### src/rtl/comm_pkg.sv
// Shared types for the host-side command UART: frame sequencer and receiver states.
package comm_pkg;

  typedef enum logic [2:0] {IDLE, CMD, DATAH, DATAL, DONE} frame_state_e;

  typedef enum logic [1:0] {RX_IDLE, RX_START, RX_DATA, RX_STOP} rx_state_e;

  localparam int FRAME_BYTES = 3;

endpackage

### src/rtl/uart_tx.sv
// Byte-wide 8N1 transmitter; tx_done marks the last clock of the stop bit so a
// back-to-back trmt in that cycle starts the next start bit with no idle gap.
module uart_tx #(
  parameter int BAUD_DIV = 2604
) (
  input  logic       clk,
  input  logic       rst,
  input  logic       trmt,
  input  logic [7:0] tx_data,
  output logic       TX,
  output logic       tx_done
);

  localparam int CW = $clog2(BAUD_DIV);
  localparam logic [CW-1:0] BAUD_LAST = CW'(BAUD_DIV - 1);

  logic [CW-1:0] baud_cnt_q, baud_cnt_d;
  logic [3:0]    bit_cnt_q, bit_cnt_d;
  logic [8:0]    shift_q, shift_d;
  logic          busy_q, busy_d;
  logic          tx_q, tx_d;

  always_comb begin
    baud_cnt_d = baud_cnt_q;
    bit_cnt_d  = bit_cnt_q;
    shift_d    = shift_q;
    busy_d     = busy_q;
    tx_d       = tx_q;
    tx_done    = busy_q && (baud_cnt_q == '0) && (bit_cnt_q == '0);

    if (busy_q) begin
      if (baud_cnt_q == '0) begin
        baud_cnt_d = BAUD_LAST;
        if (bit_cnt_q == '0) begin
          busy_d = 1'b0;
          tx_d   = 1'b1;
        end else begin
          tx_d      = shift_q[0];
          shift_d   = {1'b1, shift_q[8:1]};
          bit_cnt_d = bit_cnt_q - 4'd1;
        end
      end else begin
        baud_cnt_d = baud_cnt_q - CW'(1);
      end
    end

    // shift holds data then stop; the start bit goes straight onto the line
    if (trmt && (!busy_q || tx_done)) begin
      busy_d     = 1'b1;
      tx_d       = 1'b0;
      baud_cnt_d = BAUD_LAST;
      bit_cnt_d  = 4'd9;
      shift_d    = {1'b1, tx_data};
    end
  end

  always_ff @(posedge clk or posedge rst) begin
    if (rst) begin
      baud_cnt_q <= '0;
      bit_cnt_q  <= '0;
      shift_q    <= '1;
      busy_q     <= 1'b0;
      tx_q       <= 1'b1;
    end else begin
      baud_cnt_q <= baud_cnt_d;
      bit_cnt_q  <= bit_cnt_d;
      shift_q    <= shift_d;
      busy_q     <= busy_d;
      tx_q       <= tx_d;
    end
  end

  assign TX = tx_q;

endmodule

### src/rtl/comm_master_uart.sv
// Host-side link: sends cmd/data-high/data-low frames over TX and captures
// single-byte responses from RX.
//  state | meaning
//  IDLE  | waiting for send_cmd; cmd byte launched on acceptance
//  CMD   | cmd byte on the line
//  DATAH | data[15:8] on the line
//  DATAL | data[7:0] on the line
//  DONE  | frame complete, frm_snt set
module comm_master_uart import comm_pkg::*; #(
  parameter int BAUD_DIV = 2604
) (
  input  logic        clk,
  input  logic        rst,
  input  logic        RX,
  output logic        TX,
  input  logic [7:0]  cmd,
  input  logic [15:0] data,
  input  logic        send_cmd,
  input  logic        clr_resp_rdy,
  output logic        frm_snt,
  output logic        resp_rdy,
  output logic [7:0]  resp
);

  localparam int CW = $clog2(BAUD_DIV);
  localparam logic [CW-1:0] RX_FULL = CW'(BAUD_DIV - 1);
  localparam logic [CW-1:0] RX_HALF = CW'(BAUD_DIV / 2 - 1);

  frame_state_e state_q, state_d;
  logic [15:0]  data_q, data_d;
  logic         frm_snt_q, frm_snt_d;
  logic         trmt, tx_done, accept;
  logic [7:0]   tx_byte;

  rx_state_e    rx_state_q, rx_state_d;
  logic         rx_meta_q, rx_sync_q, rx_last_q;
  logic [CW-1:0] rx_baud_q, rx_baud_d;
  logic [2:0]   rx_bit_q, rx_bit_d;
  logic [7:0]   rx_shift_q, rx_shift_d;
  logic [7:0]   resp_q, resp_d;
  logic         resp_rdy_q, resp_rdy_d;
  logic         rx_set;

  uart_tx #(.BAUD_DIV(BAUD_DIV)) u_tx (
    .clk     (clk),
    .rst     (rst),
    .trmt    (trmt),
    .tx_data (tx_byte),
    .TX      (TX),
    .tx_done (tx_done)
  );

  // cmd goes straight into the transmitter's shift register, which holds it
  always_comb begin
    state_d   = state_q;
    data_d    = data_q;
    frm_snt_d = frm_snt_q;
    trmt      = 1'b0;
    accept    = 1'b0;
    tx_byte   = cmd;
    case (state_q)
      IDLE: if (send_cmd) begin
        accept    = 1'b1;
        data_d    = data;
        frm_snt_d = 1'b0;
        trmt      = 1'b1;
        state_d   = CMD;
      end
      CMD: if (tx_done) begin
        trmt    = 1'b1;
        tx_byte = data_q[15:8];
        state_d = DATAH;
      end
      DATAH: if (tx_done) begin
        trmt    = 1'b1;
        tx_byte = data_q[7:0];
        state_d = DATAL;
      end
      DATAL: if (tx_done) begin
        frm_snt_d = 1'b1;
        state_d   = DONE;
      end
      DONE:    state_d = IDLE;
      default: state_d = IDLE;
    endcase
  end

  always_comb begin
    rx_state_d = rx_state_q;
    rx_baud_d  = rx_baud_q;
    rx_bit_d   = rx_bit_q;
    rx_shift_d = rx_shift_q;
    resp_d     = resp_q;
    rx_set     = 1'b0;
    case (rx_state_q)
      RX_IDLE: if (rx_last_q && !rx_sync_q) begin
        rx_state_d = RX_START;
        rx_baud_d  = RX_HALF;
      end
      RX_START: begin
        if (rx_baud_q == '0) begin
          rx_baud_d  = RX_FULL;
          rx_bit_d   = 3'd7;
          rx_state_d = rx_sync_q ? RX_IDLE : RX_DATA;
        end else rx_baud_d = rx_baud_q - CW'(1);
      end
      RX_DATA: begin
        if (rx_baud_q == '0) begin
          rx_shift_d = {rx_sync_q, rx_shift_q[7:1]};
          rx_baud_d  = RX_FULL;
          rx_bit_d   = rx_bit_q - 3'd1;
          if (rx_bit_q == '0) rx_state_d = RX_STOP;
        end else rx_baud_d = rx_baud_q - CW'(1);
      end
      RX_STOP: begin
        if (rx_baud_q == '0) begin
          rx_state_d = RX_IDLE;
          if (rx_sync_q) begin
            resp_d = rx_shift_q;
            rx_set = 1'b1;
          end
        end else rx_baud_d = rx_baud_q - CW'(1);
      end
      default: rx_state_d = RX_IDLE;
    endcase

    resp_rdy_d = resp_rdy_q;
    if (clr_resp_rdy || accept) resp_rdy_d = 1'b0;
    if (rx_set) resp_rdy_d = 1'b1;
  end

  always_ff @(posedge clk or posedge rst) begin
    if (rst) begin
      state_q    <= IDLE;
      data_q     <= '0;
      frm_snt_q  <= 1'b0;
      rx_state_q <= RX_IDLE;
      rx_meta_q  <= 1'b1;
      rx_sync_q  <= 1'b1;
      rx_last_q  <= 1'b1;
      rx_baud_q  <= '0;
      rx_bit_q   <= '0;
      rx_shift_q <= '0;
      resp_q     <= '0;
      resp_rdy_q <= 1'b0;
    end else begin
      state_q    <= state_d;
      data_q     <= data_d;
      frm_snt_q  <= frm_snt_d;
      rx_state_q <= rx_state_d;
      rx_meta_q  <= RX;
      rx_sync_q  <= rx_meta_q;
      rx_last_q  <= rx_sync_q;
      rx_baud_q  <= rx_baud_d;
      rx_bit_q   <= rx_bit_d;
      rx_shift_q <= rx_shift_d;
      resp_q     <= resp_d;
      resp_rdy_q <= resp_rdy_d;
    end
  end

  assign frm_snt  = frm_snt_q;
  assign resp_rdy = resp_rdy_q;
  assign resp     = resp_q;

endmodule

### config.mk
export PLATFORM = sky130hd
export DESIGN_NAME = comm_master_uart
export DESIGN_NICKNAME = d
export VERILOG_FILES = /design/src/rtl/comm_pkg.sv /design/src/rtl/uart_tx.sv /design/src/rtl/comm_master_uart.sv
export SDC_FILE = /design/constraint.sdc
export NUM_CORES = 1
export LEC_CHECK = 0
export CAP_MARGIN = 25
export CORE_UTILIZATION = 57
export CTS_CLUSTER_SIZE = 14
export DETAILED_ROUTE_END_ITERATION = 16
export GPL_TIMING_DRIVEN = 0
export PLACE_DENSITY = 0.89
export SYNTH_ARGS = -nofsm -noshare
export SYNTH_HDL_FRONTEND = slang
export SYNTH_SLANG_ARGS = --single-unit
### constraint.sdc
create_clock -name clk -period 3.35 [get_ports clk]
set_input_delay 1.005 -clock clk [delete_from_list [all_inputs] [get_ports clk]]
set_output_delay 1.005 -clock clk [all_outputs]
set_load 0.05 [all_outputs]
Yosys cells after proc, flatten, opt, wreduce, memory -nomap -nowiden. Index checks and enable logic that the tools add are counted.

Logic and storage cells: 122. Register bits after elaboration: 84. Input port bits: 29.

Muxes and demuxes: 53. Add/subtract/negate cells: 4. Reductions and logical operators: 31. Equality and inequality tests: 17.

Operators by type and width (count): 12-bit 2-to-1 mux (6); 9-bit 2-to-1 mux (4); 12-bit one-hot mux with 3 select lines (1); 12-bit logical NOT (2); 12-bit by 1-bit subtractor with 12-bit output (second input constant) (2); 2-bit != test (second input constant) (11); 1-bit 2-to-1 mux (18); 3-bit 2-to-1 mux (6); 4-bit 2-to-1 mux (4); 8-bit 2-to-1 mux (2); 8-bit one-hot mux with 2 select lines (1); 2-bit 2-to-1 mux (6); 3-bit one-hot mux with 4 select lines (1); 3-bit AND reduction (4); 2-bit nonzero test (5); 2-bit one-hot mux with 4 select lines (1); 2-bit AND reduction (4); 3-bit by 2-bit == test with 1-bit output (second input constant) (2); 3-bit logical NOT (2); 3-bit one-hot mux with 2 select lines (1); 5-bit AND reduction (1); 2-bit == test (second input constant) (2); 1-bit logical AND (4); 4-bit logical NOT (1); other kinds (10) (14).

Logic depth before layout (Yosys ltp).
Depth after elaboration: 8. Gate-level depth with buffers: 9.

By module. A second synthesis with hierarchy kept.

Cells, all modules: 378. Area, all modules: 4388.0 um^2.

By module, submodules not included: comm_master_uart (instances 1, area each 2926.6 um^2, cells an instance 241, sequential area each 1430.1 um^2); uart_tx (instances 1, area each 1461.4 um^2, cells an instance 137, sequential area each 661.9 um^2).

Least setup slack after synthesis. No wires, ideal clock.

Kind: input port to flip-flop. From: input port send_cmd. To: register u_tx.baud_cnt_q[10]. Cell stages on the path: 6. Path slack: 878 ps. Path buffers: 1. Data arrival time: 2349 ps. Setup time: 124 ps. Required time: 3226 ps. Cell sequence: or4b_4 buf_6 a2111oi_4 nand3b_1 xor2_1 nor2_2.

Longest elaborated chain between the ends: 4.

RTL lines: start: declaration (line comm_master_uart.sv:18) `input logic send_cmd,`; 1-bit 2-to-1 mux (*) (line comm_master_uart.sv:62) `IDLE: if (send_cmd) begin`; 1-bit one-hot mux with 2 select lines (*) (line comm_master_uart.sv:61) `case (state_q)`; 1-bit logical AND (*) (line uart_tx.sv:48) `if (trmt && (!busy_q || tx_done)) begin`; 12-bit 2-to-1 mux or 2-bit nonzero test (tied branches); end signal: assignment (line uart_tx.sv:65) `baud_cnt_q <= baud_cnt_d;`; end: declaration (line uart_tx.sv:17) `logic [CW-1:0] baud_cnt_q, baud_cnt_d;`.

Mark *: on every way between the ends. The rest lies on a longest branch, timed or not. A chain may end at the register's enable or synchronous reset.

Worst setup path after layout. Same ends and word-level chain as after synthesis.

==> flow_metrics.env <==
export IMPL_synth_area_per_cell_um2=10.2
export IMPL_drc=0
export IMPL_rsz0062_at_grt="false"
export IMPL_num_rows=30
export IMPL_start_util_pct=59.8
export IMPL_min_from="rx_meta_q"
export IMPL_clockRootBuffer="clkbuf_8"
export IMPL_hold_viol_final=0
export IMPL_hold_path_class="flip-flop to flip-flop"
export IMPL_drive_gt1_share_pct=13.9
export IMPL_antenna_found_initial=0
export IMPL_finalWeightedCongestion=0.815
export IMPL_p_seq_share_pct=45.4
export IMPL_worstMarginPinSlew_ns=0.689
export IMPL_maxCapViolCount=0
export IMPL_outcome="finished clean"
export IMPL_wl_per_cell_um=15.7
export IMPL_clkPwrFrac_pct=23.3
export IMPL_pin_count=40
export IMPL_internal_power_uw=1900
export IMPL_clock_skew_ns=0.00922
export IMPL_dpl_cell_count=541
export IMPL_final_cell_mix="71 x dfrtp_1, 70 x nand2_1, 39 x clkdlybuf4s50_1, 24 x nor2_1, 24 x a21oi_1"
export IMPL_ys_flop_type="dfrtp_1"
export IMPL_path_max_fanout=10
export IMPL_grt_ovfl_total=0
export IMPL_min_period_ns=2.97
export IMPL_final_common_cell="dfrtp_1"
export IMPL_grt_pass1_wl_um=14700
export IMPL_seq_area_frac_synth_pct=50.7
export IMPL_async_reset_ff_share_pct=100
export IMPL_grt_pass1_vias=3215
export IMPL_grt_max_degree=54
export IMPL_final_core_util_pct=70.5
export IMPL_crit_type="primary input to flip-flop"
export IMPL_synthesis_nets=444
export IMPL_clkTransAtPathRegs_ns=0.10
export IMPL_ant_nets=0
export IMPL_leakage_uw=0.00220
export IMPL_worst_setup_path_end_kind="flip-flop"
export IMPL_hpwl_um=6220
export IMPL_synthesis_area_mm2=0.00413
export IMPL_viasPerCell=5.76
export IMPL_p_per_area_mw_per_mm2=635
export IMPL_synth_area_leaders="dfrtp_1 43%, dfstp_2 7.6%, nand2_1 6.4%"
export IMPL_cts_buffers=9
export IMPL_fin_nets=495
export IMPL_p_comb_share_pct=31.3
export IMPL_slew_violations=0
export IMPL_p_switching_uw=1190
export IMPL_cts_resized=0
export IMPL_max_slew_margin_rel_pct=54.1
export IMPL_critPathLaunchType="primary input"
export IMPL_fp_dieArea_mm2=0.00759
export IMPL_postCtsSetupBuffers=0
export IMPL_fmax_mhz=337
export IMPL_worstSkewPairLatency_ns=0.37
export IMPL_critPathArrivalTime_ns=3.22
export IMPL_p_sw_share_pct=38.4
export IMPL_postCtsHoldBufs=0
export IMPL_setup_viol=0
export IMPL_cts_buffer_depth=2
export IMPL_layout_cells_non_filler=557
export IMPL_track_usage_pct=25.7
export IMPL_fp_dieW_um=87.1
export IMPL_yosysTopAreaCell="dfrtp_1"
export IMPL_die_y_um=87.1
export IMPL_vias=3208
export IMPL_core_area_mm2=0.00691
export IMPL_wirelength_um=8760
export IMPL_nFillCells=539
export IMPL_worst_ep_required_time_ns=3.60
export IMPL_ys_warnings_count=0
export IMPL_ys_ff_latch=83
export IMPL_htree_levels=3
export IMPL_irDropWorstVdd_mv=0.661
export IMPL_syn_inst=405
export IMPL_synth_edf_count=0
export IMPL_syn_to_final_growth_pct=17.9
export IMPL_clock_sinks=83
export IMPL_final_period_utilization_pct=88.6
export IMPL_ys_types=62
export IMPL_drtPass1Iterations=4
export IMPL_io_buffers=39
export IMPL_drtIter0Drc=187
export IMPL_antenna_cells=0
export IMPL_cts_tree="done"
export IMPL_setup_worst_path_start="send_cmd"
export IMPL_r2r_start="u_tx.bit_cnt_q[0]"
export IMPL_synth_top_cell_area_share_pct=43.0
area by class of cell:
type                    count  area (um2)  area share, %
inverters                  21        81.3           1.67
flip-flops and latches     83        2090           42.9
clock buffers               9         124           2.54
repair buffers             40         418           8.58
multi-input cells         285        1880           38.6
plain buffers              16        81.3           1.67
clock inverters             7        76.3           1.57
well taps                  96         120           2.47
cell usage after synthesis, drive strengths merged, types with 5 or more instances:
| master | n |
|---|---|
| mux2i | 6 |
| xnor2 | 6 |
| nand3 | 6 |
| xor2 | 8 |
| nor3 | 12 |
| nor2 | 25 |
| mux2 | 16 |
| a221oi | 5 |
| dfrtp | 71 |
| buf | 9 |
| inv | 21 |
| a22oi | 5 |
| nand2 | 70 |
| a21oi | 25 |
| o21ai | 16 |
| dfstp | 12 |
| ha | 10 |
| clkbuf | 7 |
| a22o | 9 |
power by group through the flow:
| stage | Sequential [uW] | Combinational, uW | Clock, uW |
|---|---|---|---|
| global placement | 1400 | 891 | 0 |
| finish | 1410 | 968 | 719 |
| global route | 1430 | 1100 | 781 |
| floorplan | 1370 | 739 | 0 |
| detailed placement | 1420 | 962 | 0 |
| CTS | 1400 | 971 | 732 |
stage by stage:
step / hold slack (ns) / instance area (um2) / setup TNS, ns / power, uW / setup slack (ns)
2_1_floorplan: 0.345 / 4130 / 0 / 2110 / 0.228
3_3_place_gp: 0.346 / 4640 / -70.67 / 2290 / -0.966
3_5_place_dp: 0.355 / 4670 / 0 / 2380 / 0.0251
4_1_cts: 0.370 / 4870 / 0 / 3100 / 0.370
5_1_grt: 0.372 / 4870 / 0 / 3310 / 0.294
6_report: 0.368 / 4870 / 0 / 3090 / 0.382
per-layer routing:
metal / vias to the layer above / part of all wire, % / track usage (%)
met5: - / 0 / 0
met4: 0 / 2.3 / 11.2
met3: 21 / 3.8 / 7.20
met2: 66 / 53 / 44.4
met1: 1580 / 41 / 30.0
li1: 1541 / - / -
state kept, by name, indices dropped and copies added (netlist names), 3 cells and up, named ones only:
signal	cells
data_q	16
resp	8
rx_baud_q	12
rx_bit_q	3
rx_shift_q	8
state_q	3
u_tx.baud_cnt_q	12
u_tx.bit_cnt_q	4
u_tx.shift_q	8
critical path, stage by stage:
cell and delay (ns):
clkdlybuf4s50_1 0.59, or4b_4 0.51, buf_6 0.17, a2111oi_4 0.49, nand3b_1 0.19, xor2_1 0.23
nor2_2 0.04
logic make-up (layout without fill, tap and decap cells):
kind of cell,count (synthesis),after routing,synth area share (%)
AOI/OAI and AO/OA,89,89,15.5
xor gates and xnor gates,14,14,2.97
adders and majority gates,10,10,3.03
buffers and inverters,37,93,3.88
DFF,83,83,50.7
muxes,22,22,5.82
and+or+nand+nor,150,150,18.2
final timing paths:
path,slack [ns],depth (start not counted),to
setup / recovery,0.38,7,u_tx.baud_cnt_q[10]
hold / removal,0.37,0,rx_sync_q
setup reg to reg,0.94,9,u_tx.shift_q[7]
hold reg to reg,0.37,0,rx_sync_q
max in group asynchronous,1.74,3,u_tx.TX
min in group asynchronous,0.97,2,resp[1]
No activity file was read; power rests on OpenSTA's default activity.
